### src/rtl/ascon_ctrl_fsm.sv
// Sequencing controller for the ASCON-128 AEAD encryption datapath.
// Runs one permutation round per clock and decodes datapath strobes from state and round index.
module ascon_ctrl_fsm #(
   parameter int NB_ROUNDS_A = 12,
   parameter int NB_ROUNDS_B = 6
) (
   input  logic       clock_i,
   input  logic       reset_i,
   input  logic       start_i,
   input  logic       block_valid_i,
   input  logic       block_last_i,
   output logic       block_ready_o,
   output logic [3:0] round_o,
   output logic       en_reg_state_o,
   output logic       init_state_o,
   output logic [1:0] ena_xor_up_o,
   output logic [1:0] ena_xor_down_o,
   output logic       en_cipher_o,
   output logic       en_tag_o,
   output logic       busy_o,
   output logic       done_o
);

   localparam logic [2:0] S_IDLE    = 3'd0;
   localparam logic [2:0] S_INIT    = 3'd1;
   localparam logic [2:0] S_WAIT_AD = 3'd2;
   localparam logic [2:0] S_AD      = 3'd3;
   localparam logic [2:0] S_WAIT_PT = 3'd4;
   localparam logic [2:0] S_PT      = 3'd5;
   localparam logic [2:0] S_FINAL   = 3'd6;
   localparam logic [2:0] S_DONE    = 3'd7;

   // p^a runs rounds 0..LAST_ROUND, p^b runs the tail FIRST_ROUND_B..LAST_ROUND
   localparam logic [3:0] LAST_ROUND    = 4'(NB_ROUNDS_A - 1);
   localparam logic [3:0] FIRST_ROUND_B = 4'(NB_ROUNDS_A - NB_ROUNDS_B);

   logic [2:0] state;
   logic [2:0] state_next;
   logic [3:0] round;
   logic [3:0] round_next;
   logic       ad_last;
   logic       ad_last_next;
   logic       transfer;
   logic       in_rounds;
   logic       phase_end;

   assign block_ready_o = (state == S_WAIT_AD) || (state == S_WAIT_PT);
   assign transfer      = block_ready_o && block_valid_i;
   assign in_rounds     = (state == S_INIT) || (state == S_AD) ||
                          (state == S_PT)   || (state == S_FINAL);
   assign phase_end     = (round == LAST_ROUND);

   always_comb begin
      state_next   = state;
      round_next   = round;
      ad_last_next = ad_last;
      case (state)
         S_IDLE: begin
            if (start_i) begin
               state_next = S_INIT;
               round_next = 4'd0;
            end
         end
         S_WAIT_AD: begin
            if (transfer) begin
               state_next   = S_AD;
               round_next   = FIRST_ROUND_B;
               ad_last_next = block_last_i;
            end
         end
         S_WAIT_PT: begin
            // The last plaintext block is absorbed by the finalization itself
            if (transfer) begin
               state_next = block_last_i ? S_FINAL : S_PT;
               round_next = block_last_i ? 4'd0 : FIRST_ROUND_B;
            end
         end
         S_INIT, S_AD, S_PT, S_FINAL: begin
            if (!phase_end) begin
               round_next = round + 4'd1;
            end else begin
               case (state)
                  S_INIT:  state_next = S_WAIT_AD;
                  S_AD:    state_next = ad_last ? S_WAIT_PT : S_WAIT_AD;
                  S_PT:    state_next = S_WAIT_PT;
                  default: state_next = S_DONE;
               endcase
            end
         end
         default: begin
            state_next = S_IDLE;
            round_next = 4'd0;
         end
      endcase
   end

   always_ff @(posedge clock_i) begin
      if (reset_i) begin
         state   <= S_IDLE;
         round   <= 4'd0;
         ad_last <= 1'b0;
      end else begin
         state   <= state_next;
         round   <= round_next;
         ad_last <= ad_last_next;
      end
   end

   always_comb begin
      en_reg_state_o = in_rounds;
      round_o        = in_rounds ? round : 4'd0;
      busy_o         = (state != S_IDLE);
      done_o         = (state == S_DONE);
      init_state_o   = 1'b0;
      ena_xor_up_o   = 2'b00;
      ena_xor_down_o = 2'b00;
      en_cipher_o    = 1'b0;
      en_tag_o       = 1'b0;
      case (state)
         S_INIT: begin
            init_state_o = (round == 4'd0);
            if (phase_end) ena_xor_down_o = 2'b01;
         end
         S_AD: begin
            if (round == FIRST_ROUND_B) ena_xor_up_o = 2'b01;
            if (phase_end && ad_last) ena_xor_down_o = 2'b10;
         end
         S_PT: begin
            if (round == FIRST_ROUND_B) begin
               ena_xor_up_o = 2'b01;
               en_cipher_o  = 1'b1;
            end
         end
         S_FINAL: begin
            if (round == 4'd0) begin
               ena_xor_up_o = 2'b11;
               en_cipher_o  = 1'b1;
            end
            if (phase_end) begin
               ena_xor_down_o = 2'b01;
               en_tag_o       = 1'b1;
            end
         end
         default: ;
      endcase
   end

endmodule

### config.mk
export PLATFORM = sky130hd
export DESIGN_NAME = ascon_ctrl_fsm
export DESIGN_NICKNAME = d
export VERILOG_FILES = /design/src/rtl/ascon_ctrl_fsm.sv
export SDC_FILE = /design/constraint.sdc
export NUM_CORES = 1
export LEC_CHECK = 0
export BUFFER_PORTS_ARGS = -buffer_cell sky130_fd_sc_hd__buf_2
export CORE_MARGIN = 3
export CORE_UTILIZATION = 51
export CTS_CLUSTER_SIZE = 30
export DETAILED_ROUTE_END_ITERATION = 10
export PLACE_DENSITY_LB_ADDON = 0.05
export SLEW_MARGIN = 5
export SYNTH_ARGS = -nofsm -noshare
export SYNTH_HDL_FRONTEND = slang
export SYNTH_SLANG_ARGS = --single-unit
### constraint.sdc
create_clock -name clock_i -period 1.8 [get_ports clock_i]
set_input_delay 0.36 -clock clock_i [delete_from_list [all_inputs] [get_ports clock_i]]
set_output_delay 0.36 -clock clock_i [all_outputs]
set_load 0.1 [all_outputs]
==> results of run 1 <==
## per-stage QoR
stage | setup TNS, ns | instance area (um2)
after floorplan | -1.141 | 892.1
after global placement | 0 | 1252
after detailed placement | -0.06544 | 1252
## logic make-up after synthesis
logic type / synth area share, %
AO/OA/AOI/OAI: 21.79
AND/OR/NAND/NOR: 35.48
multiplexers: 3.300
adder cells (fa/ha/maj): 4.951
buffers and inverters: 11.05
XOR/XNOR: 2.311
flip-flops: 21.12
==> reports/qor_table.md, run 1 <==
| Result | Value | Unit |
|:---|:---|:---|
| Count of flip-flops with a built-in enable after synthesis | 0 | - |
| Most common library cells after synthesis | nand2_1, nor2_1, a21oi_1, dfxtp_1, nand3_1 | - |
| Cell variety after synth | 39 | - |
| Post-CTS Hold Fix Bufs | 0 | - |
| Synthesized instance count | 100 | - |
| Count of synthesis-stage warnings from yosys | 0 | - |
| Std-Cell Rows | 13 | - |
| Overall die height | 44.56 | um |
| Post-Syn Area | 758.2 | um2 |
| Max clock buf depth | 2 | - |
| Total of flip-flops plus latches after synthesis | 8 | - |
| Post-synth ARST share | 0 | % |
| Post-synthesis sequential area ratio | 21.12 | % |
| Flip-flop cell with the highest count after synthesis | dfxtp_1 | - |
| Starting utilization of the core area | 56.16 | % |
| Last stage reached | 4_1_cts | - |
| Cts bufs inserted | 3 | - |
| Run status | stopped before the end | - |
| Number of cells in the design after placement | 138 | - |
| Routability-driven placement congestion ratio | 0.8842 | - |
| Ports placed on the boundary | 20 | - |
| Average footprint of a synthesized cell | 7.582 | um2 |
| Dpl hpwl | 1867 | um |
| Die Span X | 44.56 | um |
| Worst-case setup slack after placement | -0.06544 | ns |
| Depth of the CTS H-tree | 1 | - |
| Clock root buffer master | clkbuf_4 | - |
| Number of cells upsized or downsized after cts | 10 | - |
| Area fraction of the dominant cell type after synthesis | 21.12 | % |
| Syn Nets | 108 | - |
| Num Clock Sinks | 8 | - |
| Buffers inserted by post-CTS timing repair | 8 | - |
| Top cell type by total area after synthesis | dfxtp_1 | - |
| Synth area leaders | dfxtp_1, nand2_1, a21oi_1 | - |
| Count of buffers from port buffering | 19 | - |
| Leading cell type by number of instances after synthesis | nand2_1 | - |
| Error that ended the run | [ERROR DPL-0038] Utilization greater than 100%, impossible to legalize | - |
==> run 2: changes to the inputs <==
CORE_AREA = 3 3 64 66   (was unset)
CORE_MARGIN = unset   (was 3)
CORE_UTILIZATION = unset   (was 51)
CTS_CLUSTER_SIZE = unset   (was 30)
DIE_AREA = 0 0 67 69   (was unset)
PLACE_DENSITY_LB_ADDON = 0.15   (was 0.05)
==> run 2 against run 1 <==
  * The flow now finishes, with violations (negative setup slack)
  * Synthesized cell count unchanged
  * Area after synthesis unchanged
==> reports/qor_table.md, run 2 <==
| Result | Value | Unit |
|:---|:---|:---|
| XOR/XNOR Fraction of Synth Area | 2.310 | % |
| Cell variety after synth | 39 | - |
| Delay-heaviest family, CP | simple AND/OR/NAND/NOR gates | - |
| Largest registers ranked by flip-flop count | round (4), state (3), ad_last (1) | - |
| Detailed Route Iter0 Violations | 21 | - |
| Per-cell via count in the routed design | 4.538 | - |
| Antenna violations before repair | 0 | - |
| Post-Syn Area | 758.2 | um2 |
| Std-Cell Rows | 22 | - |
| Count of synthesis-stage warnings from yosys | 0 | - |
| Worst path cell trace | ha_4 > and3b_4 > nand2_2 > or3_4 > clkinvlp_4 > buf_12 | - |
| Max_slew headroom | 76.54 | % |
| Worst Max-Slew Pin Slew | 0.3507 | ns |
| Synth area leaders | dfxtp_1, nand2_1, a21oi_1 | - |
| Overall die height | 69 | um |
| Min Clock Period, post-route | 1.940 | ns |
| Max clock buf depth | 2 | - |
| Total number of vias | 844 | - |
| Routability-driven placement congestion ratio | 0.8105 | - |
| Core outline area | 3633 | um2 |
| Starting utilization of the core area | 20.87 | % |
| Setup repair after global routing missed its margin | true | - |
| Largest voltage drop on the vdd net | 0.3543 | mV |
| Largest family of logic cells by synthesized area | simple AND/OR/NAND/NOR gates | - |
| Syn Nets | 108 | - |
| Max stage delay cell, worst path | dfxtp_4 | - |
| Router iterations before antenna repair | 3 | - |
| Post-synth ARST share | 0 | % |
| Post-synthesis sequential area ratio | 21.12 | % |
| Wire length reported by the detailed router | 2269 | um |
| Setup slack after layout | -0.1396 | ns |
| Setup_tns | -0.3798 | ns |
| Count of flip-flops with a built-in enable after synthesis | 0 | - |
| Setup crit start | round[0]$_SDFFE_PP0P_ | - |
| Critical path type | flip-flop to primary output | - |
| Worst-path clk slew | 0.04 | ns |
| WL per Instance | 12.20 | um |
| Startpoint of the worst register-to-register path | state[1]$_SDFFE_PP0P_ | - |
| Simple-gate portion of the synthesized area | 35.48 | % |
| Number of DRC violations after detailed routing | 0 | - |
| Area enclosed by the die boundary | 4623 | um2 |
| Clock root buffer master | clkbuf_8 | - |
| Cts bufs inserted | 3 | - |
| CP max stage delay | 0.37 | ns |
| Die Span X | 67 | um |
| Required time worst endpoint | 1.44 | ns |
| Flip-flop cell with the highest count after synthesis | dfxtp_1 | - |
| Clock Skews | 0.002170 | ns |
| Top cell type by total area after synthesis | dfxtp_1 | - |
| Ports placed on the boundary | 20 | - |
| Most common library cells after synthesis | nand2_1, nor2_1, a21oi_1, dfxtp_1, nand3_1 | - |
| Startpoint of the most critical hold path | reset_i | - |
| Portion of netlist area occupied by mux cells | 3.300 | % |
| Area fraction of the dominant cell type after synthesis | 21.12 | % |
| Power density of the placed cells | 557.9 | nW/um2 |
| Count of buffers from port buffering | 19 | - |
| Type of the tightest min-delay check | input port to flip-flop | - |
| Max-slew violation total from the final report | 0 | - |
| # Max-Cap Violations | 0 | - |
| Number of flip-flops under the largest register name | 4 | - |
| Global-route wire length before repair | 3864 | um |
| Category of the worst setup path launch point | flip-flop | - |
| Buf+Inv Stages, Crit Path | 2 | - |
| Number of endpoints with negative hold slack in the final report | 0 | - |
| Most used cells in the layout excluding fill and tap cells | buf_4, buf_12, nand2_1 | - |
| Clock latency reported for the late side of the worst-skew pair | 0.23 | ns |
| Synthesized-area fraction occupied by ao, oa, aoi and oai cells | 21.78 | % |
| Critical Path Sink Type | primary output | - |
| Average footprint of a synthesized cell | 7.582 | um2 |
| Violated checks | negative setup slack | - |
| Overall fraction of global-route tracks in use | 10.83 | % |
| Most flop-heavy register | round | - |
| Fraction of the mapped netlist area in adder cells | 4.950 | % |
| Depth of the CTS H-tree | 1 | - |
| Arrival time reported for the critical path endpoint | 1.58 | ns |
| Most common cell after layout, fill and taps aside | buf_4 | - |
| Total overflow reported by the global router | 0 | - |
| Pin count of the biggest net entering global routing | 14 | - |
| Post-Layout Cell Count | 186 | - |
| Highest clock rate | 0.5156 | GHz |
| Total of flip-flops plus latches after synthesis | 8 | - |
| Setup violations, final | 4 | - |
| Number of global-route vias before repair | 832 | - |
| Dpl hpwl | 1769 | um |
| Antenna cells | 0 | - |
| Num Clock Sinks | 8 | - |
| Part of the cycle the worst path needs | 107.8 | % |
| Leading cell type by number of instances after synthesis | nand2_1 | - |
| Growth of design area from synthesis to finish | 91.42 | % |
| Run status | finished with violations | - |
| Share of final-layout standard cells stronger than drive strength 1 | 55.80 | % |
| Crit Path Max Fanout | 4 | - |
| Net count reported at finish | 147 | - |
| Synthesized instance count | 100 | - |
| Number of cells in the design after placement | 174 | - |
| CTS tree | yes | - |
| LEAKAGE | 0.0005370 | uW |
| Number of nets still failing antenna checks after routing | 0 | - |
## run 2: cell counts after synthesis
Identical to the previous run, type by type.
## run 2: worst register-to-register path, stage by stage (launching register included)
cell and delay, ns:
dfxtp_4 0.40, buf_4 0.17, mux2_4 0.32, a211oi_4 0.38, a221o_1 0.22, a21oi_1 0.06
## run 2: final cells by class
cell class,instances,area (um2)
Fill cell,379,2182
Multi-Input combinational cell,79,644.4
Inverter,6,38.79
Clock buffer,4,45.04
Tap cell,48,60.06
Timing Repair Buffer,41,489.2
Sequential cell,8,173.9
## run 2: logic make-up after synthesis
logic type | after synthesis
xor gates and xnor gates | 2
adders and majority gates | 3
and+or+nand+nor | 49
DFF | 8
AOI/OAI and AO/OA | 23
buffers and inverters | 13
muxes | 2
## run 2: timing repair
item                                    CTS  global route
setup buffers                             6             2
gates resized for setup                   8             3
hold buffers                              0             0
endpoints found under the setup margin   11             8
pin swaps                                 3             2
hold endpoints to repair                  0             0
## run 2: layer usage
metal | track usage (%) | share of wire, %
met5 | 0 | 0
met2 | 17.69 | 52
met3 | 1.954 | 2.0
met4 | 6.081 | 1.9
met1 | 12.96 | 44
## run 2: final timing paths
| path | end | slack (ns) | cells past startpoint |
|---|---|---|---|
| setup / recovery | ena_xor_down_o[1] | -0.14 | 6 |
| hold / removal | round[1]$_SDFFE_PP0P_ | 0.42 | 2 |
| setup reg to reg | state[1]$_SDFFE_PP0P_ | 0.12 | 5 |
| hold reg to reg | round[0]$_SDFFE_PP0P_ | 0.52 | 2 |
## run 2: report_power, final
part	leakage [uW]	internal, uW	switching (uW)
clock	0.0000228	154	78.8
combinational	0.000446	155	211
sequential	0.0000682	190	20.2
total	0.000537	500	310
## run 2: stage by stage
stage                     cell area, um2  setup slack, ns  power, uW  util (%)  hold WS, ns
after floorplan                    892.1          -0.2671      447.3         -       0.4762
after global placement              1316          0.05486      561.6     36.23       0.4932
after detailed placement            1316          0.04768      561.6     36.23       0.5018
after CTS                           1428          -0.1526      816.1     39.29       0.4244
after global routing                1451          -0.1935      855.4     39.94       0.4253
final                               1451          -0.1396      809.7     39.94       0.4232
(Power assumes the default switching activity.)
